==> config.mk <==
export PLATFORM = sky130hd
export DESIGN_NAME = park_occupancy_counter
export DESIGN_NICKNAME = d
export VERILOG_FILES = /design/src/rtl/park_pkg.sv /design/src/rtl/bcd_updown2.sv /design/src/rtl/park_occupancy_counter.sv
export SDC_FILE = /design/constraint.sdc
export NUM_CORES = 1
export LEC_CHECK = 0
export BUFFER_PORTS_ARGS = -buffer_cell sky130_fd_sc_hd__buf_2
export CAP_MARGIN = 20
export CORE_MARGIN = 2
export CORE_UTILIZATION = 45
export CTS_CLUSTER_DIAMETER = 60
export CTS_CLUSTER_SIZE = 12
export DETAILED_ROUTE_END_ITERATION = 10
export SETUP_SLACK_MARGIN = 0.5
export SYNTH_ARGS = -nofsm -noshare
export SYNTH_HDL_FRONTEND = slang
export SYNTH_SLANG_ARGS = --single-unit
export TNS_END_PERCENT = 100
==> constraint.sdc <==
create_clock -name clk -period 7.9 [get_ports clk]
set_input_delay 0 -clock clk [delete_from_list [all_inputs] [get_ports clk]]
set_output_delay 0 -clock clk [all_outputs]
set_load 0.1 [all_outputs]
==> src/rtl/park_pkg.sv <==
// rtl/park_pkg.sv - shared constants, BCD types and helpers for the parking occupancy counter
//
// Purpose: default capacity, BCD digit width and digit constants, the packed
// two-digit BCD type and a constant function that turns 0..99 into that type
// (used to build counter reset values at elaboration time).
// Ports: none (package).

package park_pkg;

  localparam int DEFAULT_CAPACITY = 20;
  localparam int BCD_W            = 4;

  localparam logic [BCD_W-1:0] BCD_ZERO = 4'd0;
  localparam logic [BCD_W-1:0] BCD_NINE = 4'd9;

  typedef struct packed {
    logic [BCD_W-1:0] tens;
    logic [BCD_W-1:0] ones;
  } bcd2_t;

  // Callers keep v within 0..99; larger values would not fit two digits.
  function automatic bcd2_t to_bcd2(input int unsigned v);
    bcd2_t r;
    r.tens = BCD_W'(v / 10);
    r.ones = BCD_W'(v % 10);
    return r;
  endfunction

endpackage

==> src/rtl/bcd_updown2.sv <==
// rtl/bcd_updown2.sv - two-digit BCD up/down counter with asynchronous reset
//
// Purpose: holds a value 00..99 as two BCD digits. One step up on inc_i, one
// step down on dec_i; both or neither asserted holds the value. The counter
// saturates at 99 and 00 so no out-of-range digit can ever be produced.
// Ports:
//   clk_i   - clock, state updates on rising edge
//   rst_i   - asynchronous active-high reset to RESET_VAL
//   inc_i   - add one this cycle
//   dec_i   - subtract one this cycle
//   tens_o  - tens digit, BCD 0..9
//   ones_o  - ones digit, BCD 0..9

module bcd_updown2
  import park_pkg::*;
#(
  parameter bcd2_t RESET_VAL = '0
) (
  input  logic             clk_i,
  input  logic             rst_i,
  input  logic             inc_i,
  input  logic             dec_i,
  output logic [BCD_W-1:0] tens_o,
  output logic [BCD_W-1:0] ones_o
);

  logic [BCD_W-1:0] tens_q, tens_d;
  logic [BCD_W-1:0] ones_q, ones_d;

  always_comb begin
    tens_d = tens_q;
    ones_d = ones_q;
    if (inc_i && !dec_i) begin
      if (ones_q == BCD_NINE) begin
        // Carry into tens; at 99 the value simply holds.
        if (tens_q != BCD_NINE) begin
          ones_d = BCD_ZERO;
          tens_d = tens_q + 4'd1;
        end
      end else begin
        ones_d = ones_q + 4'd1;
      end
    end else if (dec_i && !inc_i) begin
      if (ones_q == BCD_ZERO) begin
        // Borrow from tens; at 00 the value simply holds.
        if (tens_q != BCD_ZERO) begin
          ones_d = BCD_NINE;
          tens_d = tens_q - 4'd1;
        end
      end else begin
        ones_d = ones_q - 4'd1;
      end
    end
  end

  always_ff @(posedge clk_i or posedge rst_i) begin
    if (rst_i) begin
      tens_q <= RESET_VAL.tens;
      ones_q <= RESET_VAL.ones;
    end else begin
      tens_q <= tens_d;
      ones_q <= ones_d;
    end
  end

  assign tens_o = tens_q;
  assign ones_o = ones_q;

endmodule

==> src/rtl/park_occupancy_counter.sv <==
// rtl/park_occupancy_counter.sv - synchronised entry/exit sensing with BCD occupied/free counts
//
// Purpose: samples the asynchronous entry and exit sensors through a 3-flop
// chain each, turns each rising edge into a single-cycle event, and keeps the
// occupied and free counts as two BCD digits each. Flags full/empty and
// pulses on illegal events (entry while full, exit while empty).
// Ports:
//   clk            - system clock, rising edge
//   reset          - asynchronous active-high reset
//   car_in_sensor  - async level, high while a car is at the entry
//   car_out_sensor - async level, high while a car is at the exit
//   occ_tens/ones  - occupied count, BCD digits
//   free_tens/ones - free count, BCD digits
//   full, empty    - occupied == CAPACITY / occupied == 0 (registered)
//   entry_reject   - one-cycle pulse, entry event while full
//   exit_error     - one-cycle pulse, exit event while empty
// CAPACITY must lie in 1..99.

module park_occupancy_counter
  import park_pkg::*;
#(
  parameter int CAPACITY = DEFAULT_CAPACITY
) (
  input  logic             clk,
  input  logic             reset,
  input  logic             car_in_sensor,
  input  logic             car_out_sensor,
  output logic [BCD_W-1:0] occ_tens,
  output logic [BCD_W-1:0] occ_ones,
  output logic [BCD_W-1:0] free_tens,
  output logic [BCD_W-1:0] free_ones,
  output logic             full,
  output logic             empty,
  output logic             entry_reject,
  output logic             exit_error
);

  localparam logic [6:0] CAP7          = 7'(CAPACITY);
  localparam logic       FULL_AT_RESET = (CAPACITY == 0);

  // Synchroniser chains: s1 is the metastability stage, s2/s3 feed the edge detector.
  logic in_s1_q, in_s2_q, in_s3_q;
  logic out_s1_q, out_s2_q, out_s3_q;

  always_ff @(posedge clk or posedge reset) begin
    if (reset) begin
      in_s1_q  <= 1'b0;
      in_s2_q  <= 1'b0;
      in_s3_q  <= 1'b0;
      out_s1_q <= 1'b0;
      out_s2_q <= 1'b0;
      out_s3_q <= 1'b0;
    end else begin
      in_s1_q  <= car_in_sensor;
      in_s2_q  <= in_s1_q;
      in_s3_q  <= in_s2_q;
      out_s1_q <= car_out_sensor;
      out_s2_q <= out_s1_q;
      out_s3_q <= out_s2_q;
    end
  end

  logic ev_in, ev_out;
  assign ev_in  = in_s2_q & ~in_s3_q;
  assign ev_out = out_s2_q & ~out_s3_q;

  logic full_q, full_d;
  logic empty_q, empty_d;
  logic entry_reject_q, entry_reject_d;
  logic exit_error_q, exit_error_d;

  // Simultaneous entry and exit cancel: no count change and no pulse.
  logic do_inc, do_dec;
  assign do_inc = ev_in & ~ev_out & ~full_q;
  assign do_dec = ev_out & ~ev_in & ~empty_q;

  logic [BCD_W-1:0] occ_tens_w, occ_ones_w;
  logic [BCD_W-1:0] free_tens_w, free_ones_w;

  bcd_updown2 #(
    .RESET_VAL(to_bcd2(0))
  ) u_occ (
    .clk_i  (clk),
    .rst_i  (reset),
    .inc_i  (do_inc),
    .dec_i  (do_dec),
    .tens_o (occ_tens_w),
    .ones_o (occ_ones_w)
  );

  // Free count moves opposite to occupied so the two always sum to CAPACITY.
  bcd_updown2 #(
    .RESET_VAL(to_bcd2(CAPACITY))
  ) u_free (
    .clk_i  (clk),
    .rst_i  (reset),
    .inc_i  (do_dec),
    .dec_i  (do_inc),
    .tens_o (free_tens_w),
    .ones_o (free_ones_w)
  );

  // Binary view of the current occupancy, used only to predict the flags so
  // they land on the same edge as the counts.
  logic [6:0] occ_bin;
  assign occ_bin = ({3'b000, occ_tens_w} * 7'd10) + {3'b000, occ_ones_w};

  always_comb begin
    full_d         = full_q;
    empty_d        = empty_q;
    entry_reject_d = 1'b0;
    exit_error_d   = 1'b0;
    if (do_inc) begin
      full_d  = (occ_bin == (CAP7 - 7'd1));
      empty_d = 1'b0;
    end else if (do_dec) begin
      full_d  = 1'b0;
      empty_d = (occ_bin == 7'd1);
    end
    if (ev_in && !ev_out && full_q) begin
      entry_reject_d = 1'b1;
    end
    if (ev_out && !ev_in && empty_q) begin
      exit_error_d = 1'b1;
    end
  end

  always_ff @(posedge clk or posedge reset) begin
    if (reset) begin
      full_q         <= FULL_AT_RESET;
      empty_q        <= 1'b1;
      entry_reject_q <= 1'b0;
      exit_error_q   <= 1'b0;
    end else begin
      full_q         <= full_d;
      empty_q        <= empty_d;
      entry_reject_q <= entry_reject_d;
      exit_error_q   <= exit_error_d;
    end
  end

  assign occ_tens     = occ_tens_w;
  assign occ_ones     = occ_ones_w;
  assign free_tens    = free_tens_w;
  assign free_ones    = free_ones_w;
  assign full         = full_q;
  assign empty        = empty_q;
  assign entry_reject = entry_reject_q;
  assign exit_error   = exit_error_q;

endmodule

==> qor.csv <==
metric,value,unit
status,"complete, no violations",
required,8.07,ns
die_w,65.99,µm
ant_nets,0,
hp-class,in -> async,
startpoint,u_occ.tens_o[1],
ys.flop_type,dfrtp_1,
area_growth,15.92,%
drcViolationCount,0,
report.final.slew_viol_count,0,
insertion_delay,0.27,ns
ys_seq_elements,26,
die_h,65.99,µm
synth-edff-count,0,
first_iter_violations,159,
finalCriticalPeriod,2.853,ns
cap_violations,0,
core-area,3689,µm²
ctsRootBufferMaster,clkbuf_8,
ys_warn_count,0,
rrSetupSlack,5.05,ns
first_global_vias,1443,
cts_buffers,3,
setup_viol,0,
slew-limit-headroom,64.72,%
n_antenna_cell,0,
portBuffers,23,
dpl.hpwl,2681,µm
criticalPathCategory,reg -> reg,
hold_viol_final,0,
ys_top_cells_by_area,"dfrtp_1 (35%), ha_1 (9.4%), nand2_1 (5.0%)",
rsz0062_at_grt,no,
cts-root-to-sink-buffers,2,
num_vias,1471,
viasPerCell,5.615,
rows,22,
track_usage,19.09,%
grt_pass1_wl,6458,µm
dr.pass1.iters,6,
synth_top_area_share,34.73,%
gp_congestion,0.8621,
clkSlewWorstSetupHoldPaths,0.09,ns
cp-start-kind,flop,
synth_cell_types,39,
reg2reg_from,u_occ.tens_o[1],
n_fill_cell,344,
grt_max_degree,27,
fin_util,54.34,%
syn_area,1729,µm²
grt_overflow,0,
tns,0,ns
synth.net_count,211,
drt_wl_total,3748,µm
synth_cells,190,
nNetsFinal,236,
avgSynthCellArea,9.101,µm²
cts_resized,0,
routedWlPerCell,14.31,µm
cts_tree,built,
finClkSkew,0.008470,ns
worst-endpoint-arrival,3.02,ns
synth-seq-area-share,37.77,%
yosysTopAreaCell,dfrtp_1,
crit_fanout,9,
antenna_found_initial,0,
clock.fmax,350.5,MHz
start_util,46.88,%
fin_crit_sh,36.11,%
cts_max_level,1,
synth_common_cells,"dfrtp_1 (24), nand2_1 (23), nor2_1 (17), ha_1 (13), inv_1 (13)",
synth.most_common_cell,dfrtp_1,
ios,24,
tightestPinTransition,0.5287,ns
endpoint_kind,flop,
drive_above_1_share,17.29,%
design.die.area,4355,µm²
cts.sinks,26,
synthArstFlopShare,100.0,%
[layout make-up]
| type | instances | area [µm²] | area share [%] |
|---|---|---|---|
| Timing Repair Buffer | 27 | 172.7 | 8.614 |
| Clock inverter | 1 | 30.03 | 1.498 |
| Sequential cell | 26 | 653.1 | 32.58 |
| Clock buffer | 3 | 41.29 | 2.060 |
| Inverter | 13 | 48.80 | 2.434 |
| Tap cell | 48 | 60.06 | 2.996 |
| Multi-Input combinational cell | 144 | 998.5 | 49.81 |
[state kept, by name (all words and copies together) (netlist names)]
register       flops
u_occ.ones_o       4
out_s1_q           1
full               1
out_s3_q           1
u_free.tens_o      4
exit_error         1
empty              1
in_s3_q            1
in_s2_q            1
u_occ.tens_o       4
entry_reject       1
in_s1_q            1
out_s2_q           1
u_free.ones_o      4
[worst max-delay path, stage by stage (launching register included)]
cell and delay (ns):
dfrtp_1 0.52, ha_1 0.35, ha_1 0.19, inv_1 0.06, fa_1 0.48, nor4b_2 0.33
xnor2_1 0.09, or4_4 0.52, o41ai_2 0.22
[worst paths after layout]
kind / end / cells after the start
min: in_s1_q / 3
min reg2reg: in_s2_q / 0
min in group clk: in_s1_q / 2
max: empty / 8
max reg2reg: empty / 8
max in group asynchronous: empty / 4
[stage by stage]
step	instance area [µm²]	setup slack, ns	hold WS [ns]	instances
2_1_floorplan	1729	4.590	0.03143	190
5_1_grt	2004	4.819	0.1861	262
6_report	2004	5.047	0.1735	262
3_5_place_dp	1876	5.053	0.1109	254
4_1_cts	1977	5.027	0.3666	261
3_3_place_gp	1876	5.104	0.1100	254
[placed cells by master (no fill, tap or decap), types with 2 or more instances in the layout]
cell type,instances
a31oi_1,2
a211oi_1,2
dfstp_2,2
o31ai_1,2
nand4_1,4
nand3_1,7
nand2b_1,4
nand2_1,23
a21oi_1,7
a21boi_0,2
xnor2_1,9
and3_1,5
nor3_1,6
ha_1,13
nor2b_1,3
buf_2,23
mux2_2,2
fa_1,4
a21o_1,2
o21ai_0,10
clkbuf_8,3
inv_1,13
dlygate4sd3_1,3
dfrtp_1,24
xor2_1,6
nor2_1,17
[per-layer routing]
metal	global-route usage (%)	vias up	wire length, µm	part of all wire (%)
met5	0	-	0	0
met4	5.612	0	38	1.0
met3	3.578	4	198	5.3
met2	33.08	47	1806	48
met1	24.16	716	1705	45
li1	-	704	-	-
[cell families (layout without fill, tap and decap cells)]
kind of cell | after synthesis | after routing | synth area share [%]
AND/OR/NAND/NOR | 78 | 78 | 22.79
AO/OA/AOI/OAI | 32 | 32 | 12.01
flip-flops | 26 | 26 | 37.77
buffers and inverters | 20 | 44 | 4.487
adder cells (fa/ha/maj) | 17 | 17 | 14.04
XOR/XNOR | 15 | 15 | 7.598
multiplexers | 2 | 2 | 1.302
[timing repair]
action	4_1_cts	5_1_grt
endpoints found under the hold margin	26	0
buffers inserted	0	0
hold buffers	3	0
Power is left out: the tool's default activity adds up to more than one toggle a clock period on the data nets, which glitch-free logic cannot reach.
